===== config.mk =====
export PLATFORM = sky130hd
export DESIGN_NAME = jtoutrun_obj_cmdq
export DESIGN_NICKNAME = d
export VERILOG_FILES = /design/src/rtl/jtoutrun_obj_pkg.sv /design/src/rtl/jtoutrun_obj_cmdfifo.sv /design/src/rtl/jtoutrun_obj_cmdq.sv
export SDC_FILE = /design/constraint.sdc
export NUM_CORES = 1
export LEC_CHECK = 0
export CORE_AREA = 4 4 153 155
export CTS_CLUSTER_DIAMETER = 40
export DETAILED_ROUTE_END_ITERATION = 16
export DIE_AREA = 0 0 157 159
export GPL_ROUTABILITY_DRIVEN = 0
export PLACE_DENSITY = 0.77
export SKIP_LAST_GASP = 1
export SLEW_MARGIN = 30
export SYNTH_ARGS = -nofsm -noshare
export SYNTH_HDL_FRONTEND = slang
export SYNTH_SLANG_ARGS = --single-unit

===== constraint.sdc =====
create_clock -name clk -period 21.3 [get_ports clk]
set_input_delay 2.13 -clock clk [delete_from_list [all_inputs] [get_ports clk]]
set_output_delay 2.13 -clock clk [all_outputs]
set_load 0.01 [all_outputs]

===== src/rtl/jtoutrun_obj_pkg.sv =====
// Shared definitions for the Out Run object draw-command path: field widths,
// the 48-bit command layout and the scheduler state encoding.
package jtoutrun_obj_pkg;

  localparam int XPOS_W   = 9;
  localparam int OFFSET_W = 16;
  localparam int BANK_W   = 3;
  localparam int PRIO_W   = 2;
  localparam int PAL_W    = 7;
  localparam int HFLIP_W  = 1;
  localparam int HZOOM_W  = 10;
  localparam int CMD_W    = XPOS_W + OFFSET_W + BANK_W + PRIO_W + PAL_W + HFLIP_W + HZOOM_W;

  // Packed MSB-first, so the word reads {hzoom, hflipb, pal, prio, bank, offset, xpos}
  typedef struct packed {
    logic [HZOOM_W-1:0]  hzoom;
    logic [HFLIP_W-1:0]  hflipb;
    logic [PAL_W-1:0]    pal;
    logic [PRIO_W-1:0]   prio;
    logic [BANK_W-1:0]   bank;
    logic [OFFSET_W-1:0] offset;
    logic [XPOS_W-1:0]   xpos;
  } cmd_t;

  typedef enum logic [2:0] {
    ST_IDLE   = 3'd0,
    ST_LAUNCH = 3'd1,
    ST_ISSUE  = 3'd2,
    ST_ACK    = 3'd3,
    ST_DRAIN  = 3'd4
  } state_t;

endpackage


===== src/rtl/jtoutrun_obj_cmdfifo.sv =====
// Circular command FIFO with extra-MSB pointers, line flush and occupancy.
// A flush combined with a push leaves the pushed word as the only entry.
module jtoutrun_obj_cmdfifo #(
  parameter int DEPTH = 4,
  parameter int W     = 48
) (
  input  logic                     clk,
  input  logic                     rst,
  input  logic                     flush_i,
  input  logic                     push_i,
  input  logic                     pop_i,
  input  logic [W-1:0]             din_i,
  output logic                     full_o,
  output logic                     full_nxt_o,
  output logic                     empty_o,
  output logic [$clog2(DEPTH):0]   occ_o,
  output logic [W-1:0]             head_o
);

  localparam int AW = $clog2(DEPTH);
  localparam logic [AW:0] PTR_ONE = (AW+1)'(1);

  logic [AW:0]   wr_q, wr_d, rd_q, rd_d;
  logic [AW-1:0] waddr_s;
  logic [W-1:0]  mem_q [DEPTH];

  function automatic logic ptr_full(input logic [AW:0] wr, input logic [AW:0] rd);
    return (wr[AW] != rd[AW]) && (wr[AW-1:0] == rd[AW-1:0]);
  endfunction

  always_comb begin
    wr_d    = wr_q;
    rd_d    = rd_q;
    waddr_s = wr_q[AW-1:0];
    if (flush_i) begin
      rd_d    = '0;
      waddr_s = '0;
      wr_d    = push_i ? PTR_ONE : '0;
    end else begin
      wr_d = push_i ? wr_q + PTR_ONE : wr_q;
      rd_d = pop_i  ? rd_q + PTR_ONE : rd_q;
    end
  end

  always_ff @(posedge clk or posedge rst) begin
    if (rst) begin
      wr_q <= '0;
      rd_q <= '0;
    end else begin
      wr_q <= wr_d;
      rd_q <= rd_d;
    end
  end

  always_ff @(posedge clk or posedge rst) begin
    if (rst) begin
      for (int i = 0; i < DEPTH; i++) mem_q[i] <= '0;
    end else if (push_i) begin
      mem_q[waddr_s] <= din_i;
    end
  end

  assign full_o     = ptr_full(wr_q, rd_q);
  assign full_nxt_o = ptr_full(wr_d, rd_d);
  assign empty_o    = (wr_q == rd_q);
  assign occ_o      = wr_q - rd_q;
  assign head_o     = mem_q[rd_q[AW-1:0]];

endmodule


===== src/rtl/jtoutrun_obj_cmdq.sv =====
// Object draw-command queue and issue scheduler with per-line flush at hstart.
// Define JTOUTRUN_OBJ_STATS_EN to build the st_drop / st_maxocc counters.
module jtoutrun_obj_cmdq
  import jtoutrun_obj_pkg::*;
#(
  parameter int DEPTH = 4
) (
  input  logic                rst,
  input  logic                clk,
  input  logic                hstart,
  input  logic                sc_start,
  output logic                sc_busy,
  input  logic [XPOS_W-1:0]   sc_xpos,
  input  logic [OFFSET_W-1:0] sc_offset,
  input  logic [BANK_W-1:0]   sc_bank,
  input  logic [PRIO_W-1:0]   sc_prio,
  input  logic [PAL_W-1:0]    sc_pal,
  input  logic [HFLIP_W-1:0]  sc_hflipb,
  input  logic [HZOOM_W-1:0]  sc_hzoom,
  output logic                dr_start,
  input  logic                dr_busy,
  output logic [XPOS_W-1:0]   dr_xpos,
  output logic [OFFSET_W-1:0] dr_offset,
  output logic [BANK_W-1:0]   dr_bank,
  output logic [PRIO_W-1:0]   dr_prio,
  output logic [PAL_W-1:0]    dr_pal,
  output logic [HFLIP_W-1:0]  dr_hflipb,
  output logic [HZOOM_W-1:0]  dr_hzoom,
  output logic                line_ovf,
  output logic [7:0]          st_drop,
  output logic [4:0]          st_maxocc
);

  localparam int AW = $clog2(DEPTH);

  state_t           state_q, state_d;
  cmd_t             cmd_q, cmd_d;
  cmd_t             sc_cmd_s;
  logic [CMD_W-1:0] head_s;
  logic [AW:0]      occ_s;
  logic             fifo_full_s, fifo_full_nxt_s, fifo_empty_s;
  logic             push_s, pop_s, avail_s;
  logic             dr_start_q, sc_busy_q, line_ovf_q, line_ovf_d;

  assign sc_cmd_s = '{hzoom: sc_hzoom, hflipb: sc_hflipb, pal: sc_pal, prio: sc_prio,
                      bank: sc_bank, offset: sc_offset, xpos: sc_xpos};

  // A flush empties the queue first, so a same-cycle push always lands; a pop frees room when full
  assign pop_s   = (state_q == ST_LAUNCH) && !hstart && !fifo_empty_s;
  assign push_s  = sc_start && (hstart || !fifo_full_s || pop_s);
  assign avail_s = !fifo_empty_s || push_s;

  jtoutrun_obj_cmdfifo #(
    .DEPTH (DEPTH),
    .W     (CMD_W)
  ) u_fifo (
    .clk        (clk),
    .rst        (rst),
    .flush_i    (hstart),
    .push_i     (push_s),
    .pop_i      (pop_s),
    .din_i      (sc_cmd_s),
    .full_o     (fifo_full_s),
    .full_nxt_o (fifo_full_nxt_s),
    .empty_o    (fifo_empty_s),
    .occ_o      (occ_s),
    .head_o     (head_s)
  );

  always_comb begin
    state_d = state_q;
    case (state_q)
      ST_IDLE:   state_d = avail_s ? ST_LAUNCH : ST_IDLE;
      ST_LAUNCH: state_d = ST_ISSUE;
      ST_ISSUE:  state_d = ST_ACK;
      ST_ACK:    state_d = ST_DRAIN;
      ST_DRAIN:  state_d = dr_busy ? ST_DRAIN : (avail_s ? ST_LAUNCH : ST_IDLE);
      default:   state_d = ST_IDLE;
    endcase
    // hstart returns to IDLE; a same-cycle push is seen there at once, hence LAUNCH
    state_d    = hstart ? (push_s ? ST_LAUNCH : ST_IDLE) : state_d;
    line_ovf_d = hstart ? ((occ_s != '0) || (state_q != ST_IDLE)) : line_ovf_q;
    cmd_d      = pop_s ? cmd_t'(head_s) : cmd_q;
  end

  always_ff @(posedge clk or posedge rst) begin
    if (rst) begin
      state_q    <= ST_IDLE;
      cmd_q      <= '0;
      dr_start_q <= 1'b0;
      sc_busy_q  <= 1'b0;
      line_ovf_q <= 1'b0;
    end else begin
      state_q    <= state_d;
      cmd_q      <= cmd_d;
      dr_start_q <= (state_d == ST_ISSUE);
      sc_busy_q  <= fifo_full_nxt_s;
      line_ovf_q <= line_ovf_d;
    end
  end

  assign dr_start  = dr_start_q;
  assign sc_busy   = sc_busy_q;
  assign line_ovf  = line_ovf_q;
  assign dr_xpos   = cmd_q.xpos;
  assign dr_offset = cmd_q.offset;
  assign dr_bank   = cmd_q.bank;
  assign dr_prio   = cmd_q.prio;
  assign dr_pal    = cmd_q.pal;
  assign dr_hflipb = cmd_q.hflipb;
  assign dr_hzoom  = cmd_q.hzoom;

`ifdef JTOUTRUN_OBJ_STATS_EN
  logic       drop_s;
  logic [7:0] drop_q, drop_d;
  logic [4:0] maxocc_q, maxocc_d;
  logic [9:0] drop_sum_s;

  assign drop_s = sc_start && !push_s;

  // Rejected pushes and flushed entries both count as lost work
  always_comb begin
    drop_sum_s = 10'(drop_q) + 10'(drop_s) + (hstart ? 10'(occ_s) : 10'd0);
    drop_d     = (drop_sum_s > 10'd255) ? 8'd255 : drop_sum_s[7:0];
    maxocc_d   = (5'(occ_s) > maxocc_q) ? 5'(occ_s) : maxocc_q;
  end

  always_ff @(posedge clk or posedge rst) begin
    if (rst) begin
      drop_q   <= 8'd0;
      maxocc_q <= 5'd0;
    end else begin
      drop_q   <= drop_d;
      maxocc_q <= maxocc_d;
    end
  end

  assign st_drop   = drop_q;
  assign st_maxocc = maxocc_q;
`else
  assign st_drop   = 8'd0;
  assign st_maxocc = 5'd0;
`endif

endmodule


==> reports/metrics.cfg, run 1 <==
[outcome]
status = completed

[finish]
syn2layout_area_growth_pct = 22.57
drive_above_1_share_pct = 46.73
regArea_um2 = 6311
diodes = 0
nFillCells = 1592
nets = 827
multi_input_area_um2 = 4354

[placed_design]
port_buffers = 103
dp_hpwl_mm = 13.65
place_ws_ns = 16.04

[clock_tree]
clock_sinks = 252
cts.clk_slew.worst_paths_ns = 0.05
cts_made_buffers = 36
postCtsSetupBuffers = 0
cts_tree = done
cts.repair.resized = 0
postCtsHoldBufs = 0
cts_root_buf = clkbuf_16
max-clock-path-buffers = 3
insertion_delay_ns = 0.49
ctsHtreeMaxLevel = 2

[sta]
hold_violations = 0
fmax_mhz = 209.5
setup_slack_ns = 16.53
rsz0062_at_grt = false
fin_skew_ns = 0.01248
worst_pin_slew_ns = 0.9136
tns_ns = 0
post-route-period-util_pct = 22.41
slew_headroom_pct = 38.86
final_max_slew_viol_count = 0
final-setup-viol-count = 0
finalCriticalPeriod_ns = 4.773

[power_and_ir_drop]
ir_drop_mv = 0.08262
power_frac_clock_pct = 30.9
power.leakage_nw = 5.623
seqPwrFrac_pct = 40.8
netSwitchingPower_mw = 0.5172
power_density_nw_per_um2 = 141.6
p_int_mw = 1.372
switching_share_pct = 27.38
combPwrFrac_pct = 28.3

[worst_setup_path]
endpoint_kind = flop
crit_cells = 6
critPathLaunchType = input pin
cp_slowest_cell = clkdlybuf4s50_1
r2r_cells = 7
path_class = input pin to flop
critical_path.max_fanout = 27
slowest_delay_ns = 0.85
arrival_ns = 5.15
crit_chain = clkdlybuf4s50_1 -> nor3_1 -> a21boi_2 -> o21ai_4 -> buf_4 -> mux2_2
path_buf_inv = 2
critPathTopFamily = buffers and inverters
worstPathRequired_ns = 21.68

[route]
routedWlPerCell_um = 20.47
drc = 0
drtAntennaViolNets = 0
firstDrtPassIters = 4
wl_mm = 21.98
drtIter0Drc = 282
dr_total_vias = 5966
via_per_inst = 5.555

[grt]
antenna_found_initial = 2
grt_pass1_wl_mm = 36.31
grt_overflow = 0
grt_max_degree = 118
grt_pass1_vias = 6910
grt_usage_pct = 18.16

[synthesis]
synth_seq_area_share_pct = 57.94
ys_warn_count = 0
synth_top_area_share_pct = 57.94
synth_commonest_cells = dfrtp_1 (252), mux2_2 (241), mux4_2 (48)
post-synth-top-count-cell = dfrtp_1
ys_top_cells_by_area = dfrtp_1 (58%), mux2_2 (25%), mux4_2 (9.9%), buf_4 (1.0%), buf_2 (0.87%)
synth_top_cell_by_area = dfrtp_1
synth_ff_type = dfrtp_1
synth-seq-cells = 252
postSynthCellCount = 661
synth_edf_count = 0
synth_area_um2 = 10880
async_flop_share_pct = 100.0
avgSynthCellArea_um2 = 16.47
yosysUniqueCellTypes = 31

[flow_run]
drv_cap = 0

[die]
die_width_um = 157
num_rows = 54
initial_core_util_pct = 49.87
die-area_um2 = 24960
core-area_um2 = 21820
die_h_um = 159
io_pins = 117

[worst_hold_path]
hold_depth = 1
hold_path.class = flop to flop

-- placed cells by master, fill, tap and decap left out, types with 2 or more instances in the layout --
cell type / n
nand3_4: 2
nor2b_1: 2
clkinv_2: 4
xor2_1: 3
clkbuf_8: 3
mux4_2: 48
clkbuf_16: 37
inv_6: 5
clkinvlp_4: 7
dfrtp_1: 250
nor2_1: 13
nor3_1: 2
clkdlybuf4s50_1: 103
a21oi_1: 2
o21a_1: 2
bufinv_16: 3
clkinv_4: 3
buf_6: 2
conb_1: 13
nand3_1: 5
buf_4: 6
mux2i_1: 3
mux2_2: 241
inv_1: 3
xnor2_1: 7
ha_1: 4
nand2_1: 4
-- metal layers --
layer	global-route usage (%)	part of all wire [%]	vias up	wire, um
met3	4.376	5.4	48	1177
met5	0	0.12	-	26
li1	-	-	2624	-
met4	5.049	2.6	4	562
met2	31.03	52	148	11340
met1	23.18	40	3142	8872
-- state kept, by name, summed over array words and instances (netlist names), 2 cells and up --
signal and count:
dr_hzoom 10, dr_bank 3, u_fifo.mem_q 192, dr_pal 7, dr_prio 2, dr_xpos 9, state_q 3, u_fifo.rd_q 3
u_fifo.wr_q 3, dr_offset 16
-- area by class of cell --
cell class	instances	share of cell area, %
clock buffer	41	7.278
clock inverter	22	1.745
inverter	4	0.1688
multi-input combinational	364	32.64
sequential	252	47.31
tap	280	2.626
timing repair buffer	111	8.235
-- kinds of logic (layout without fill, tap and decap cells) --
family,after synthesis,count (layout),share of synthesized area [%]
simple gates,34,34,1.713
mux,292,292,35.14
buf+inv,57,178,2.908
flops,252,252,57.94
xor+xnor,10,10,0.8047
other cells,1,13,0.03445
compound gates,10,10,0.8162
fa+ha+maj,5,5,0.6438
-- final timing paths --
kind / from / endpoint / slack (ns)
worst max register to register: u_fifo.wr_q[1] / u_fifo.mem_q[184] / 18.16
min in group asynchronous: rst / dr_pal[6] / 2.20
worst max-delay path: hstart / u_fifo.mem_q[184] / 16.53
worst min register to register: dr_offset[9] / dr_offset[9] / 0.50
max in group asynchronous: rst / u_fifo.mem_q[13] / 17.79
worst min-delay path: dr_offset[9] / dr_offset[9] / 0.50
-- power by group through the flow --
stage          Sequential, mW  Clock [mW]  Combinational [mW]
2_1_floorplan           0.765           0               0.345
3_3_place_gp            0.758           0               0.520
3_5_place_dp            0.779           0               0.541
4_1_cts                 0.772       0.598               0.544
5_1_grt                 0.792       0.618               0.578
6_report                0.771       0.584               0.534
-- through the flow --
| stage | cell area [um2] | util [%] | hold slack (ns) | instances | total power, mW |
|---|---|---|---|---|---|
| 2_1_floorplan | 10930 | - | 0.4739 | 673 | 1.110 |
| 3_3_place_gp | 12130 | 55.58 | 0.4824 | 1011 | 1.278 |
| 3_5_place_dp | 12130 | 55.60 | 0.4893 | 1011 | 1.320 |
| 4_1_cts | 13340 | 61.11 | 0.5015 | 1074 | 1.913 |
| 5_1_grt | 13340 | 61.13 | 0.5115 | 1074 | 1.988 |
| 6_report | 13340 | 61.13 | 0.5004 | 1074 | 1.889 |
Note: power is estimated with default switching activity, not from simulation.
==> run 2: changes to the inputs <==
clock period = 4.8 ns   (was 21.3 ns; I/O delays follow)
==> run 2 against run 1 <==
Non-clock buffer count is 4 higher. Cell count is 0.19% lower. Routed wire length is 0.15% lower. Global-route usage is 0.34 points lower. Via count hardly changed. Critical path type is now flop to flop. Largest cell class unchanged. Largest power group unchanged.
==> reports/metrics.cfg, run 2 (synthesis results as in run 1) <==
[grt]
grt_pass1_wl_mm = 35.85
grt_overflow = 0
grt_pass1_vias = 6765
antenna_found_initial = 0
grt_usage_pct = 17.82
grt_max_degree = 88

[die]
io_pins = 117
initial_core_util_pct = 49.87
core-area_um2 = 21820
die_h_um = 159
num_rows = 54
die_width_um = 157
die-area_um2 = 24960

[worst_setup_path]
cp_slowest_cell = nand3_2
arrival_ns = 3.61
slowest_delay_ns = 0.54
reg2reg_slack_ns = 1.59
critPathTopFamily = simple AND/OR/NAND/NOR gates
worstPathRequired_ns = 5.21
critical_path.max_fanout = 25
path_buf_inv = 2
critPathLaunchType = flop
endpoint_kind = flop
path_class = flop to flop
crit_chain = inv_1 -> ha_1 -> nand2_1 -> nor3_1 -> a21boi_2 -> nand3_2 -> buf_4 -> mux2_2

[clock_tree]
insertion_delay_ns = 0.54
postCtsSetupBuffers = 0
cts_root_buf = clkbuf_16
max-clock-path-buffers = 3
cts_made_buffers = 31
cts.repair.resized = 0
ctsHtreeMaxLevel = 1
cts.clk_slew.worst_paths_ns = 0.06
postCtsHoldBufs = 0
clock_sinks = 252
cts_tree = done

[finish]
syn2layout_area_growth_pct = 22.04
final_common_cell = dfrtp_1
final_cell_mix = dfrtp_1 (250), mux2_2 (241), clkdlybuf4s50_1 (103)
drive_above_1_share_pct = 46.09
multi_input_area_um2 = 4339
largest_register = u_fifo.mem_q
regArea_um2 = 6311
largest_reg_flops = 192
diodes = 0
nFillCells = 1589
nets = 826
final_util_pct = 60.86

[sta]
worst_pin_slew_ns = 0.8082
fmax_mhz = 311.9
slew_headroom_pct = 46.12
rsz0062_at_grt = false
hold_violations = 0
finalCriticalPeriod_ns = 3.206
post-route-period-util_pct = 66.79
fin_skew_ns = 0.01156
tns_ns = 0
final_max_slew_viol_count = 0
final-setup-viol-count = 0

[route]
drc = 0
drtIter0Drc = 249
drtAntennaViolNets = 0
wl_mm = 21.95
dr_total_vias = 5963
via_per_inst = 5.563
firstDrtPassIters = 4
routedWlPerCell_um = 20.47

[worst_hold_path]
hold_path.class = input pin to asynchronous set/reset pin

[outcome]
status = completed

[placed_design]
dp_hpwl_mm = 13.76
port_buffers = 103

[power_and_ir_drop]
power_density_nw_per_um2 = 617.3
power.leakage_nw = 5.604
ir_drop_mv = 0.3503

[flow_run]
drv_cap = 0

run 2: worst reg2reg max path: stages (launching register included):
cell,delay (ns)
dfrtp_1,0.40
inv_1,0.14
ha_1,0.34
nand2_1,0.13
nor3_1,0.45
a21boi_2,0.19
nand3_2,0.55
buf_4,0.48
mux2_2,0.41
run 2: path summary, 6_finish.rpt:
kind | start | to | depth (start not counted)
worst max register to register | u_fifo.wr_q[0] | u_fifo.mem_q[81] | 8
max in group asynchronous | rst | u_fifo.rd_q[1] | 3
worst max-delay path | u_fifo.wr_q[0] | u_fifo.mem_q[81] | 8
min in group clk | u_fifo.mem_q[5] | u_fifo.mem_q[5] | 1
worst min register to register | u_fifo.mem_q[5] | u_fifo.mem_q[5] | 1
worst min-delay path | rst | u_fifo.mem_q[109] | 2
run 2: per-stage QoR:
| step | area [um2] | std cells | hold slack (ns) | total power, mW | setup slack, ns |
|---|---|---|---|---|---|
| 4_1_cts | 13280 | 1072 | 0.4181 | 8.310 | 1.595 |
| 6_report | 13280 | 1072 | 0.4173 | 8.200 | 1.594 |
| 3_5_place_dp | 12200 | 1015 | 0.4894 | 5.868 | 1.455 |
| 3_3_place_gp | 12170 | 1014 | 0.4823 | 5.693 | 1.585 |
| 5_1_grt | 13280 | 1072 | 0.4609 | 8.635 | 1.409 |
| 2_1_floorplan | 10930 | 673 | 0.4739 | 4.926 | 1.004 |
run 2: routing by layer:
layer  share of wire (%)  vias up  track usage, %  wire, um
met2                  52      130           30.85     11390
met5                   0        -               0         0
li1                    -     2634               -         -
met3                 5.3       33           3.887      1161
met1                  41     3166           23.04      9013
met4                 1.7        0           4.063       380
run 2: report_power, final:
| part | total [mW] | internal (mW) | switching (mW) |
|---|---|---|---|
| Clock | 2.39 | 1.51 | 0.886 |
| Combinational | 2.38 | 1.49 | 0.893 |
| Sequential | 3.42 | 2.97 | 0.450 |
run 2: cell type report:
class,instances,area share [%]
multi-input cells,364,32.67
well taps,280,2.638
inverters,4,0.1413
flip-flops and latches,252,47.51
clock buffers,39,6.292
clock inverters,18,1.846
repair buffers,115,8.902
==> run 3: changes to the inputs <==
PLACE_DENSITY = 0.8   (was 0.77)
clock period = 2.9 ns   (was 4.8 ns; I/O delays follow)
==> run 3 against run 2 <==
Combinational power increased by 66%. Power increased by 68%. Critical path depth decreased by 1. Worst hold slack got worse by 0.28 ns. Routed wire length increased by 2.1%. Clock power increased by 75%. Die area unchanged. Setup slack got worse by 1.3 ns. Count of clock-buffer cells in the layout unchanged. Critical endpoint is now u_fifo.mem_q[0]. Largest cell class unchanged.
==> reports/metrics.cfg, run 3 (synthesis results as in run 1) <==
[outcome]
status = completed

[sta]
hold_violations = 0
fin_skew_ns = 0.01312
final_max_slew_viol_count = 0
slew_headroom_pct = 43.65
fmax_mhz = 390.5
rsz0062_at_grt = false
final-setup-viol-count = 0
worst_pin_slew_ns = 0.8453
post-route-period-util_pct = 88.30
setup_slack_ns = 0.3393
whs_ns = 0.1341
finalCriticalPeriod_ns = 2.561

[die]
die-area_um2 = 24960
core-area_um2 = 21820
num_rows = 54
io_pins = 117
initial_core_util_pct = 49.87
die_h_um = 159
die_width_um = 157

[finish]
syn2layout_area_growth_pct = 22.99
drive_above_1_share_pct = 46.80
finish.instance_area_um2 = 13390
diodes = 0
final_cells = 1077
nFillCells = 1594
final_cell_mix = dfrtp_1 (250), mux2_2 (241), clkdlybuf4s50_1 (103)
nets = 830
final_common_cell = dfrtp_1
largest_register = u_fifo.mem_q
largest_reg_flops = 192

[worst_setup_path]
path_class = flop to flop
critPathLaunchType = flop
r2r_start = u_fifo.wr_q[1]
critical_path.max_fanout = 48
slowest_delay_ns = 0.51
arrival_ns = 2.93
critPathTopFamily = simple AND/OR/NAND/NOR gates
cp_slowest_cell = dfrtp_1
worstSetupStartpoint = u_fifo.wr_q[1]
endpoint_kind = flop
crit_cells = 7
worstPathRequired_ns = 3.27
path_buf_inv = 1
crit_end = u_fifo.mem_q[0]
crit_chain = ha_1 -> nand2_1 -> nor3_1 -> a21boi_2 -> nand3_2 -> buf_12 -> mux2_2
reg2reg_to = u_fifo.mem_q[0]
reg2reg_slack_ns = 0.34
r2r_cells = 7

[clock_tree]
ctsHtreeMaxLevel = 2
postCtsHoldBufs = 0
max-clock-path-buffers = 3
cts_made_buffers = 35
insertion_delay_ns = 0.50
cts_root_buf = clkbuf_16
cts.repair.resized = 0
clock_sinks = 252
cts.clk_slew.worst_paths_ns = 0.06
cts_tree = done
postCtsSetupBuffers = 0

[route]
drtAntennaViolNets = 0
dr_total_vias = 6005
drc = 0
firstDrtPassIters = 4
drtIter0Drc = 210
via_per_inst = 5.576
routedWlPerCell_um = 20.80
wl_mm = 22.40

[grt]
grt_overflow = 0
grt_pass1_vias = 7007
grt_max_degree = 116
grt_usage_pct = 18.44
grt_pass1_wl_mm = 36.85
antenna_found_initial = 1

[power_and_ir_drop]
p_total_mw = 13.82
power.leakage_nw = 5.660
ir_drop_mv = 0.5578
power_density_nw_per_um2 = 1032

[placed_design]
place_ws_ns = 0.3453
port_buffers = 103
dp_hpwl_mm = 13.48
numPlacedInstances = 1015
dpl_cell_area_um2 = 12220

[worst_hold_path]
hold_path.class = input pin to asynchronous set/reset pin

[flow_run]
drv_cap = 0

[run 3: cell types whose count changed in the layout (fill, tap and decap cells not counted), sizes merged]
cell / before / now
clkinv: 7 / 13
bufinv: 5 / 4
[run 3: layout make-up]
cell class,instances,area [um2],area share [%]
Inverter,4,18.77,0.1402
Clock buffer,39,910.9,6.804
Tap cell,280,350.3,2.617
Clock inverter,23,256.5,1.916
Sequential cell,252,6311,47.14
Multi-Input combinational cell,364,4339,32.41
Timing Repair Buffer,115,1200,8.963
[run 3: metal layers]
metal	track usage (%)	part of all wire (%)
met5	0	0.085
met4	4.260	1.8
met3	4.186	5.5
met1	21.97	39
met2	33.76	54
[run 3: per-stage QoR]
step                      util (%)  TNS [ns]
after global routing         61.34         0
after detailed placement     55.99         0
after CTS                    61.34         0
after floorplan                  -   -177.83
final                        61.34         0
after global placement       55.97         0
[run 3: power by group]
| group | internal, mW | switching, mW |
|---|---|---|
| Sequential | 4.92 | 0.763 |
| Combinational | 2.47 | 1.47 |
| Clock | 2.64 | 1.54 |
| Total | 10.0 | 3.78 |
[run 3: worst min path at each step]
stage	startpoint	slack [ns]	to
2_1_floorplan	sc_start	0.42	state_q[0]
3_3_place_gp	u_fifo.mem_q[28]	0.48	u_fifo.mem_q[28]
3_5_place_dp	u_fifo.mem_q[37]	0.49	u_fifo.mem_q[37]
4_1_cts	rst	0.12	u_fifo.mem_q[14]
5_1_grt	rst	0.15	u_fifo.mem_q[14]
6_report	rst	0.13	u_fifo.mem_q[14]
[run 3: worst register-to-register path, delay by kind of cell, from the launching register on]
kind | cells | cell delay (ns)
simple gates | 3 | 0.66
flops | 1 | 0.51
fa+ha+maj | 1 | 0.37
compound gates | 1 | 0.18
mux | 1 | 0.44
buf+inv | 1 | 0.29
